--- config.mk ---
export PLATFORM = sky130hd
export DESIGN_NAME = cacheline_arbiter
export DESIGN_NICKNAME = d
export VERILOG_FILES = /design/src/rtl/rv32i_types.sv /design/src/rtl/cacheline_arbiter.sv
export SDC_FILE = /design/constraint.sdc
export NUM_CORES = 1
export LEC_CHECK = 0
export ABC_AREA = 0
export ABC_CLOCK_PERIOD_IN_PS = 14100
export CORE_AREA = 2 2 532 534
export CTS_CLUSTER_SIZE = 40
export DETAILED_ROUTE_END_ITERATION = 6
export DIE_AREA = 0 0 534 536
export PLACE_DENSITY = 0.3
export SETUP_SLACK_MARGIN = 0.02
export SLEW_MARGIN = 10
export SYNTH_ARGS = -nofsm -noshare
export SYNTH_HDL_FRONTEND = slang
export SYNTH_SLANG_ARGS = --single-unit
--- constraint.sdc ---
create_clock -name clk -period 14.1 [get_ports clk]
set_input_delay 2.82 -clock clk [delete_from_list [all_inputs] [get_ports clk]]
set_output_delay 2.82 -clock clk [all_outputs]
set_load 0.02 [all_outputs]
--- src/rtl/rv32i_types.sv ---
// ============================================================================
// Module      : rv32i_types (package)
// Description : Shared mp4 types: cacheline geometry and memory arbiter enums.
// Revision    : 1.0 - initial release
// ============================================================================
`default_nettype none

package rv32i_types;

    localparam int ADDR_WIDTH  = 32;
    localparam int LINE_WIDTH  = 256;
    localparam int OFFSET_BITS = 5;

    typedef enum logic [2:0] {
        ARB_IDLE    = 3'd0,
        ARB_SERVE_I = 3'd1,
        ARB_SERVE_D = 3'd2,
        ARB_RESP_I  = 3'd3,
        ARB_RESP_D  = 3'd4
    } arb_state_t;

    typedef enum logic {
        ICACHE = 1'b0,
        DCACHE = 1'b1
    } arb_req_t;

endpackage : rv32i_types

`default_nettype wire

--- src/rtl/cacheline_arbiter.sv ---
// ============================================================================
// Module      : cacheline_arbiter
// Description : Round-robin sharing of one cacheline memory port between the
//               icache and dcache, with a one-cycle registered response pulse.
// Revision    : 1.0 - initial release
// ============================================================================
`default_nettype none

module cacheline_arbiter #(
    parameter int ADDR_WIDTH  = rv32i_types::ADDR_WIDTH,
    parameter int LINE_WIDTH  = rv32i_types::LINE_WIDTH,
    parameter int OFFSET_BITS = rv32i_types::OFFSET_BITS
) (
    input  logic                  clk,
    input  logic                  reset,

    input  logic                  i_read,
    input  logic [ADDR_WIDTH-1:0] i_addr,
    output logic [LINE_WIDTH-1:0] i_rdata,
    output logic                  i_resp,

    input  logic                  d_read,
    input  logic                  d_write,
    input  logic [ADDR_WIDTH-1:0] d_addr,
    input  logic [LINE_WIDTH-1:0] d_wdata,
    output logic [LINE_WIDTH-1:0] d_rdata,
    output logic                  d_resp,

    output logic                  mem_read,
    output logic                  mem_write,
    output logic [ADDR_WIDTH-1:0] mem_addr,
    output logic [LINE_WIDTH-1:0] mem_wdata,
    input  logic [LINE_WIDTH-1:0] mem_rdata,
    input  logic                  mem_resp
);

    import rv32i_types::*;

    localparam logic [ADDR_WIDTH-1:0] C_ALIGN_MASK =
        ~((ADDR_WIDTH'(1) << OFFSET_BITS) - ADDR_WIDTH'(1));

    arb_state_t            state_q, state_d;
    arb_req_t              last_q,  last_d;
    logic [LINE_WIDTH-1:0] line_q,  line_d;

    logic                  w_i_req;
    logic                  w_d_req;

    assign w_i_req = i_read;
    assign w_d_req = d_read | d_write;

    always_ff @(posedge clk or posedge reset) begin
        if (reset) begin
            state_q <= ARB_IDLE;
            last_q  <= ICACHE;
            line_q  <= '0;
        end else begin
            state_q <= state_d;
            last_q  <= last_d;
            line_q  <= line_d;
        end
    end

    always_comb begin
        state_d   = state_q;
        last_d    = last_q;
        line_d    = line_q;
        mem_read  = 1'b0;
        mem_write = 1'b0;
        mem_addr  = '0;
        mem_wdata = '0;
        i_resp    = 1'b0;
        i_rdata   = '0;
        d_resp    = 1'b0;
        d_rdata   = '0;

        unique case (state_q)
            ARB_IDLE: begin
                // Under contention the side that did not win last time goes next.
                if (w_i_req && (!w_d_req || last_q == DCACHE)) begin
                    state_d = ARB_SERVE_I;
                    last_d  = ICACHE;
                end else if (w_d_req) begin
                    state_d = ARB_SERVE_D;
                    last_d  = DCACHE;
                end
            end

            ARB_SERVE_I: begin
                mem_read = 1'b1;
                mem_addr = i_addr & C_ALIGN_MASK;
                if (mem_resp) begin
                    line_d  = mem_rdata;
                    state_d = ARB_RESP_I;
                end
            end

            ARB_SERVE_D: begin
                // A writeback takes priority if the dcache raises both lines.
                mem_write = d_write;
                mem_read  = d_read & ~d_write;
                mem_addr  = d_addr & C_ALIGN_MASK;
                mem_wdata = d_wdata;
                if (mem_resp) begin
                    line_d  = mem_rdata;
                    state_d = ARB_RESP_D;
                end
            end

            ARB_RESP_I: begin
                i_resp  = 1'b1;
                i_rdata = line_q;
                state_d = ARB_IDLE;
            end

            ARB_RESP_D: begin
                d_resp  = 1'b1;
                d_rdata = line_q;
                state_d = ARB_IDLE;
            end

            default: begin
                state_d = ARB_IDLE;
            end
        endcase
    end

endmodule : cacheline_arbiter

`default_nettype wire
==> results of run 1 <==
[Yosys cell counts]
master	number
and2_1	770
dfrtp_1	260
mux2_2	257
clkbuf_1	89
buf_4	31
a22o_1	27
buf_2	6
nor3b_2	4
inv_1	3
nor3_1	3
o41ai_1	2
a21oi_1	1
a2bb2oi_1	1
a31o_2	1
and3b_1	1
conb_1	1
o21bai_1	1
xnor2_1	1
[metal layers]
layer	global-route usage, %	share of wire, %
met1	11.97	33
met2	22.21	49
met3	8.926	15
met4	2.128	1.9
met5	0	0.73
[logic make-up (layout without fill, tap and decap cells)]
group | Yosys count | after routing
DFF | 260 | 260
and+or+nand+nor | 778 | 778
AOI/OAI and AO/OA | 33 | 33
buffers and inverters | 129 | 1465
other | 1 | 57
muxes | 257 | 257
xor gates and xnor gates | 1 | 1
[worst max-delay path, delay by kind of cell, from the launching register on]
family	cells	cell delay (ps)
buffers and inverters	3	2100
AND/OR/NAND/NOR	2	1120
flip-flops	1	670
[power breakdown]
part	internal [mW]	switching, mW
clock	0.629	0.453
combinational	1.68	1.96
sequential	1.14	0.448
[worst paths after layout]
check                                           to  slack [ps]
min reg2reg                line_q[156]$_DFFE_PP0P_         520
max reg2reg                line_q[241]$_DFFE_PP0P_       10570
max in group asynchronous  line_q[155]$_DFFE_PP0P_        9250
min in group asynchronous    line_q[0]$_DFFE_PP0P_        2700
min                        line_q[156]$_DFFE_PP0P_         520
max                                   d_rdata[169]        6450
[placed cells by master (no fill, tap or decap), types with 2 or more instances in the layout]
cell,netlist,layout
clkdlybuf4s50_1,0,1370
and2_1,770,770
dfrtp_1,260,260
mux2_2,257,257
diode_2,0,52
clkbuf_16,0,43
a22o_1,27,27
buf_4,31,15
clkbuf_8,0,13
clkbuf_1,89,11
conb_1,1,5
nor3b_4,0,4
nor3_1,3,3
inv_1,3,2
o41ai_1,2,2
inv_6,0,2
clkinv_2,0,2
clkinvlp_4,0,2
buf_12,0,2
[layout make-up]
cell class / instances / area (um^2) / area share (%)
flip-flops and latches: 260 / 6506 / 18.75
diodes: 52 / 130.1 / 0.3750
multi-input cells: 1074 / 8125 / 23.42
inverters: 3 / 18.77 / 0.05409
well taps: 3743 / 4683 / 13.50
clock buffers: 67 / 1296 / 3.736
clock inverters: 8 / 71.32 / 0.2055
repair buffers: 1387 / 13870 / 39.96
[registers in the layout, summed over array words and instances (netlist names)]
name	count
line_q	256
state_q	3
last_q	1
[metrics by stage]
| step | hold WS (ps) | setup slack, ps | std cells | area [um^2] |
|---|---|---|---|---|
| final | 517.2 | 6452 | 6594 | 34700 |
| after global routing | 532.3 | 6153 | 6545 | 34570 |
| after CTS | 522.9 | 6190 | 6542 | 34570 |
| after detailed placement | 509.4 | 6643 | 6467 | 33200 |
| after global placement | 501.6 | 6646 | 6467 | 33200 |
| after floorplan | 478.4 | 4125 | 1463 | 15210 |
==> flow_metrics.tcl, run 1 <==
set metrics [dict create \
    gp_congestion 0.8281 \
    status "finished, final reports clean" \
    hp-class "reg -> reg" \
    ys_warn_count 0 \
    cts.repair.resized 0 \
    viasPerCell 2.597 \
    grt_pass1_vias 17450 \
    power_density_mw_per_mm2 182.1 \
    grt_usage_pct 12.59 \
    clk_latency_ps 620 \
    worst_pin_slew_ps 1013 \
    total_power_mw 6.317 \
    required_ps 11280 \
    drv_cap 0 \
    ys_types 18 \
    arrival_ps 4830 \
    synth_top_cell_area_share_pct 42.82 \
    synthSimpleGateAreaFrac_pct 32.19 \
    synth-compound-area-share_pct 1.869 \
    firstDrtPassIters 4 \
    endpoint_kind "output pin" \
    synthTopCellsByArea "dfrtp_1 43%, and2_1 32%, mux2_2 19%" \
    n_fill_cell 32034 \
    min_period_over_period_pct 54.24 \
    yosys.area_share.adder_pct 0 \
    yosys.area.top_type "dfrtp_1" \
    min-delay-start "line_q[156]$_DFFE_PP0P_" \
    antenna_found_initial 232 \
    htree_levels 2 \
    drive_gt1_share_pct 12.33 \
    cts_sinks 260 \
    grt_max_degree 192 \
    cts-root-buf "clkbuf_16" \
    die_w_um 534 \
    start_util_pct 5.411 \
    cts.clk_slew.worst_paths_ps 60 \
    final_util_pct 12.36 \
    ir_worst_vdd_uv 76.51 \
    cp_max_fo 99 \
    start_kind "register" \
    finalSetupTns_ps 0 \
    grt_pass1_wl_um 227100 \
    whs_path_depth 1 \
    pin_count 1386 \
    wl_per_cell_um 28.47 \
    synthMuxAreaShare_pct 19.04 \
    dp_hpwl_um 164700 \
    cpPeakStageDelay_ps 830 \
    rsz0062_at_grt "false" \
    synth-xor-area-share_pct 0.05764 \
    syn_avg_cell_area_um2 10.42 \
    netlist_instances 1459 \
    crit_top_cell "buf_4" \
    num-nets-final 3351 \
    coreArea_mm2 0.2808 \
    remaining_drc_errors 0 \
    dieArea_mm2 0.2862 \
    cp-startpoint "state_q[2]$_DFFE_PP0P_" \
    numCtsBuffers 43 \
    max_freq_mhz 130.8 \
    clock_path_buffers 3 \
    r2r_start "state_q[1]$_DFFE_PP0P_" \
    drt_iter0_markers 512 \
    path_cells "nor3b_4 > buf_4 > buf_4 > and2_1 > clkdlybuf4s50_1" \
    overflow 0 \
    port_buffers 1370 \
    power.leakage_nw 12.20 \
    slowest_stage "nor3b_4" \
    syn_to_final_growth_pct 128.3 \
    cts_tree "done" \
    critPathKind "reg -> out" \
    fin_worst_skew_ps 17.37 \
    via_count 17126 \
    final-hold-violation-count 0 \
    synth_top_family_by_area "simple AND/OR/NAND/NOR gates" \
    drt_wl_total_um 187700 \
    ctsHoldBuffers 0 \
    slew_headroom_pct 32.47 \
    netlist_area_mm2 0.01520 \
    postRouteAntennaNets 0 \
    die_y_um 536 \
    reg2regPathDepth 6 \
    slew_viol_final 0 \
    period_needed_ps 7648 \
    ys_seq_elements 260 \
    synth_seq_area_share_pct 42.82 \
    rows 195 \
    cts_setup_buffers 0 \
    finalSetupViolCount 0 \
]
Note: power is estimated with default switching activity, not from simulation.
==> run 2: changes to the inputs <==
ABC_CLOCK_PERIOD_IN_PS = 6250   (was 14100)
CORE_AREA = 2 2 543 545   (was 2 2 532 534)
DIE_AREA = 0 0 545 547   (was 0 0 534 536)
clock period = 6.25 ns   (was 14.1 ns; I/O delays follow)
==> flow_metrics.tcl, run 2 (same netlist as run 1, synthesis figures left out) <==
set metrics [dict create \
    status "finished, final reports clean" \
    finalSetupTns_ps 0 \
    clk_latency_ps 680 \
    final_util_pct 12.08 \
    worst_pin_slew_ps 961.6 \
    num-nets-final 3362 \
    regMostFlops "line_q" \
    pin_count 1386 \
    r2r_start "state_q[1]$_DFFE_PP0P_" \
    antenna_found_initial 218 \
    rsz0062_at_grt "false" \
    drv_cap 0 \
    drt_iter0_markers 610 \
    grt_pass1_wl_um 229200 \
    overflow 0 \
    max_freq_mhz 204.5 \
    drt_wl_total_um 191000 \
    dp_hpwl_um 168600 \
    gp_congestion 0.8275 \
    final_cell_area_mm2 0.03535 \
    numCtsBuffers 45 \
    final-hold-violation-count 0 \
    syn_to_final_growth_pct 132.6 \
    period_needed_ps 4891 \
    endpoint_kind "output pin" \
    place_ws_ps 1833 \
    start_util_pct 5.194 \
    setup_slack_ps 1359 \
    finalSetupViolCount 0 \
    cp_max_fo 72 \
    reg_top3 "line_q (256), state_q (3), last_q (1)" \
    min_to "line_q[140]$_DFFE_PP0P_" \
    firstDrtPassIters 4 \
    whs_path_depth 1 \
    largest_reg_flops 256 \
    port_buffers 1370 \
    die_y_um 547 \
    power.leakage_nw 12.39 \
    coreArea_mm2 0.2926 \
    slew_headroom_pct 35.89 \
    drive_gt1_share_pct 12.96 \
    cts_sinks 260 \
    cp-startpoint "state_q[2]$_DFFE_PP0P_" \
    rows 199 \
    final_cell_mix "1370 x clkdlybuf4s50_1, 770 x and2_1, 260 x dfrtp_1, 257 x mux2_2, 45 x clkbuf_16" \
    cts_setup_buffers 0 \
    ir_worst_vdd_uv 181.7 \
    power_density_mw_per_mm2 419.1 \
    placed_area_mm2 0.03362 \
    wl_per_cell_um 28.14 \
    min-delay-start "line_q[140]$_DFFE_PP0P_" \
    r2r_slack_ps 3150 \
    hp-class "reg -> reg" \
    arrival_ps 3640 \
    mostFrequentLayoutCell "clkdlybuf4s50_1" \
    critPathKind "reg -> out" \
    r2r_end "line_q[127]$_DFFE_PP0P_" \
    clock_path_buffers 3 \
    htree_levels 2 \
    slew_viol_final 0 \
    cts-root-buf "clkbuf_16" \
    dieArea_mm2 0.2981 \
    viasPerCell 2.521 \
    via_count 17108 \
    fin_worst_skew_ps 20.10 \
    start_kind "register" \
    grt_usage_pct 12.30 \
    cts.clk_slew.worst_paths_ps 60 \
    cts_tree "done" \
    cts.repair.resized 0 \
    postRouteAntennaNets 0 \
    ctsHoldBuffers 0 \
    remaining_drc_errors 0 \
    grt_pass1_vias 17355 \
    grt_max_degree 124 \
    reg2regPathDepth 6 \
    min_period_over_period_pct 78.26 \
    die_w_um 545 \
    required_ps 5000 \
]
-- run 2: worst max-delay path: stages, from the launching register on --
cell,delay (ps)
dfrtp_1,550
and3b_4,980
buf_12,320
and2_1,310
clkdlybuf4s50_1,650
-- run 2: how the worst max path moves through the flow --
stage | end | slack, ps
finish | i_rdata[233] | 1360
global route | i_rdata[184] | 1170
CTS | i_rdata[0] | 1140
detailed placement | mem_write | 1830
global placement | line_q[154]$_DFFE_PP0P_ | 1480
floorplan | last_q$_DFFE_PP0P_ | 1570
-- run 2: area by class of cell --
cell class                 instances  area [um^2]
fill                           33455       257200
timing repair buffer            1396        14070
multi-input combinational       1074         8125
sequential                       260         6506
tap                             3919         4903
clock buffer                      62         1280
clock inverter                    21        319.1
antenna                           52        130.1
inverter                           3        15.01
-- run 2: metrics by stage --
step / instances / hold slack [ps] / total power [mW]
global placement: 6651 / 497.5 / 12.42
detailed placement: 6652 / 506.3 / 12.42
finish: 6787 / 515.9 / 14.81
floorplan: 1463 / 478.4 / 7.196
global route: 6743 / 538.9 / 15.66
CTS: 6735 / 516.9 / 15.45
-- run 2: per-layer routing --
| metal | share of wire [%] | routed length, um | GRT usage [%] | up-vias |
|---|---|---|---|---|
| li1 | - | - | - | 7397 |
| met3 | 15 | 28920 | 8.225 | 321 |
| met2 | 48 | 91240 | 21.12 | 1061 |
| met1 | 35 | 65980 | 12.28 | 8139 |
| met4 | 1.9 | 3581 | 2.420 | 190 |
| met5 | 0.67 | 1272 | 0 | - |
-- run 2: where the power goes --
group / switching (mW) / internal [mW]
logic: 4.54 / 3.88
clock network: 1.10 / 1.69
registers: 1.02 / 2.57
total: 6.67 / 8.14
==> run 3: changes to the inputs <==
ABC_CLOCK_PERIOD_IN_PS = 5100   (was 6250)
CORE_AREA = 2 2 532 534   (was 2 2 543 545)
DIE_AREA = 0 0 534 536   (was 0 0 545 547)
clock period = 5.1 ns   (was 6.25 ns; I/O delays follow)
==> flow_metrics.tcl, run 3 (same netlist as run 1, synthesis figures left out) <==
set metrics [dict create \
    status "finished, final reports clean" \
    ir_worst_vdd_uv 223.7 \
    num-nets-final 3355 \
    finalSetupTns_ps 0 \
    drt_iter0_markers 563 \
    largest_reg_flops 256 \
    reg_top3 "line_q (256), state_q (3), last_q (1)" \
    mostFrequentLayoutCell "clkdlybuf4s50_1" \
    cpPeakStageDelay_ps 820 \
    clock_path_buffers 3 \
    grt_max_degree 151 \
    fin_worst_skew_ps 27.28 \
    viasPerCell 2.582 \
    busiest_layer "met2" \
    min-delay-start "line_q[175]$_DFFE_PP0P_" \
    r2r_slack_ps 2550 \
    drt_wl_total_um 182600 \
    grt_usage_pct 12.22 \
    cts_sinks 260 \
    whs_path_depth 1 \
    cp_max_fo 150 \
    required_ps 4080 \
    r2r_end "line_q[148]$_DFFE_PP0P_" \
    arrival_ps 3370 \
    cts_setup_buffers 0 \
    pin_count 1386 \
    clk_latency_ps 640 \
    endpoint_kind "output pin" \
    path_cells "nor3b_4 > buf_12 > and2_1 > clkdlybuf4s50_1" \
    hp-class "reg -> reg" \
    cts.clk_slew.worst_paths_ps 50 \
    final_util_pct 12.43 \
    start_kind "register" \
    gp_congestion 0.8468 \
    grt_use_met2_pct 21.09 \
    overflow 0 \
    power_density_mw_per_mm2 506.8 \
    firstDrtPassIters 4 \
    r2r_start "state_q[1]$_DFFE_PP0P_" \
    remaining_drc_errors 0 \
    max_freq_mhz 227.7 \
    port_buffers 1370 \
    htree_levels 2 \
    rows 195 \
    grtUsageMet1_pct 11.35 \
    die_y_um 536 \
    start_util_pct 5.411 \
    antenna_found_initial 220 \
    numCtsBuffers 41 \
    dieArea_mm2 0.2862 \
    regMostFlops "line_q" \
    die_w_um 534 \
    drive_gt1_share_pct 12.56 \
    slew_headroom_pct 41.53 \
    dp_hpwl_um 160800 \
    min_period_over_period_pct 86.12 \
    cts.repair.resized 0 \
    crit_buf_inv 2 \
    period_needed_ps 4392 \
    critPathKind "reg -> out" \
    slew_viol_final 0 \
    worst_pin_slew_ps 877.1 \
    coreArea_mm2 0.2808 \
    syn_to_final_growth_pct 129.8 \
    placed_area_mm2 0.03339 \
    via_count 17027 \
    cpLargestDelayFamily "buffers and inverters" \
    final_cell_mix "1370 x clkdlybuf4s50_1, 770 x and2_1, 260 x dfrtp_1, 257 x mux2_2, 42 x clkbuf_16" \
    postRouteAntennaNets 0 \
    power.leakage_nw 12.28 \
    drv_cap 0 \
    wl_per_cell_um 27.68 \
    grt_pass1_vias 17306 \
    cts-root-buf "clkbuf_16" \
    final_cell_area_mm2 0.03492 \
    final-hold-violation-count 0 \
    cp_num_cells 4 \
    cts_tree "done" \
    grt_pass1_wl_um 221000 \
    min_to "line_q[175]$_DFFE_PP0P_" \
    grt_use_met3_pct 9.325 \
    slowest_stage "clkdlybuf4s50_1" \
    ctsHoldBuffers 0 \
    reg2regPathDepth 5 \
    rsz0062_at_grt "false" \
    finalSetupViolCount 0 \
]
run 3: layout make-up:
class | count | area [um^2]
Clock buffer | 58 | 1201
Tap cell | 3743 | 4683
Fill cell | 32035 | 245900
Sequential cell | 260 | 6506
Clock inverter | 14 | 203.9
Timing Repair Buffer | 1393 | 14060
Multi-Input combinational cell | 1074 | 8125
Inverter | 3 | 15.01
Antenna cell | 49 | 122.6
run 3: routing by layer:
layer	part of all wire (%)	vias up
met5	0.75	-
met4	2.6	212
met3	16	378
met2	48	1078
met1	33	7992
li1	-	7367
run 3: power by group:
| group | leakage, nW | internal (mW) | total (mW) | switching (mW) |
|---|---|---|---|---|
| combinational | 8.54 | 4.76 | 10.1 | 5.34 |
| clock | 0.687 | 1.84 | 3.10 | 1.26 |
| sequential | 3.06 | 3.15 | 4.50 | 1.35 |
| total | 12.3 | 9.75 | 17.7 | 7.95 |
run 3: worst max-delay path by stage:
| stage | start | endpoint | slack, ps |
|---|---|---|---|
| floorplan | reset | last_q$_DFFE_PP0P_ | 650 |
| global placement | d_write | mem_read | 1280 |
| detailed placement | d_write | mem_read | 1280 |
| CTS | state_q[1]$_DFFE_PP0P_ | mem_addr[29] | 550 |
| global route | state_q[1]$_DFFE_PP0P_ | mem_read | 510 |
| finish | state_q[2]$_DFFE_PP0P_ | d_rdata[236] | 710 |
run 3: stage by stage:
stage,cells,power [mW],setup WS (ps),hold WS (ps)
6_report,6594,17.70,708.1,520.9
5_1_grt,6552,18.72,513.4,543.5
3_5_place_dp,6473,15.08,1284,515.0
4_1_cts,6545,18.45,549.3,528.0
3_3_place_gp,6473,15.08,1278,502.8
2_1_floorplan,1463,8.819,652.4,478.4
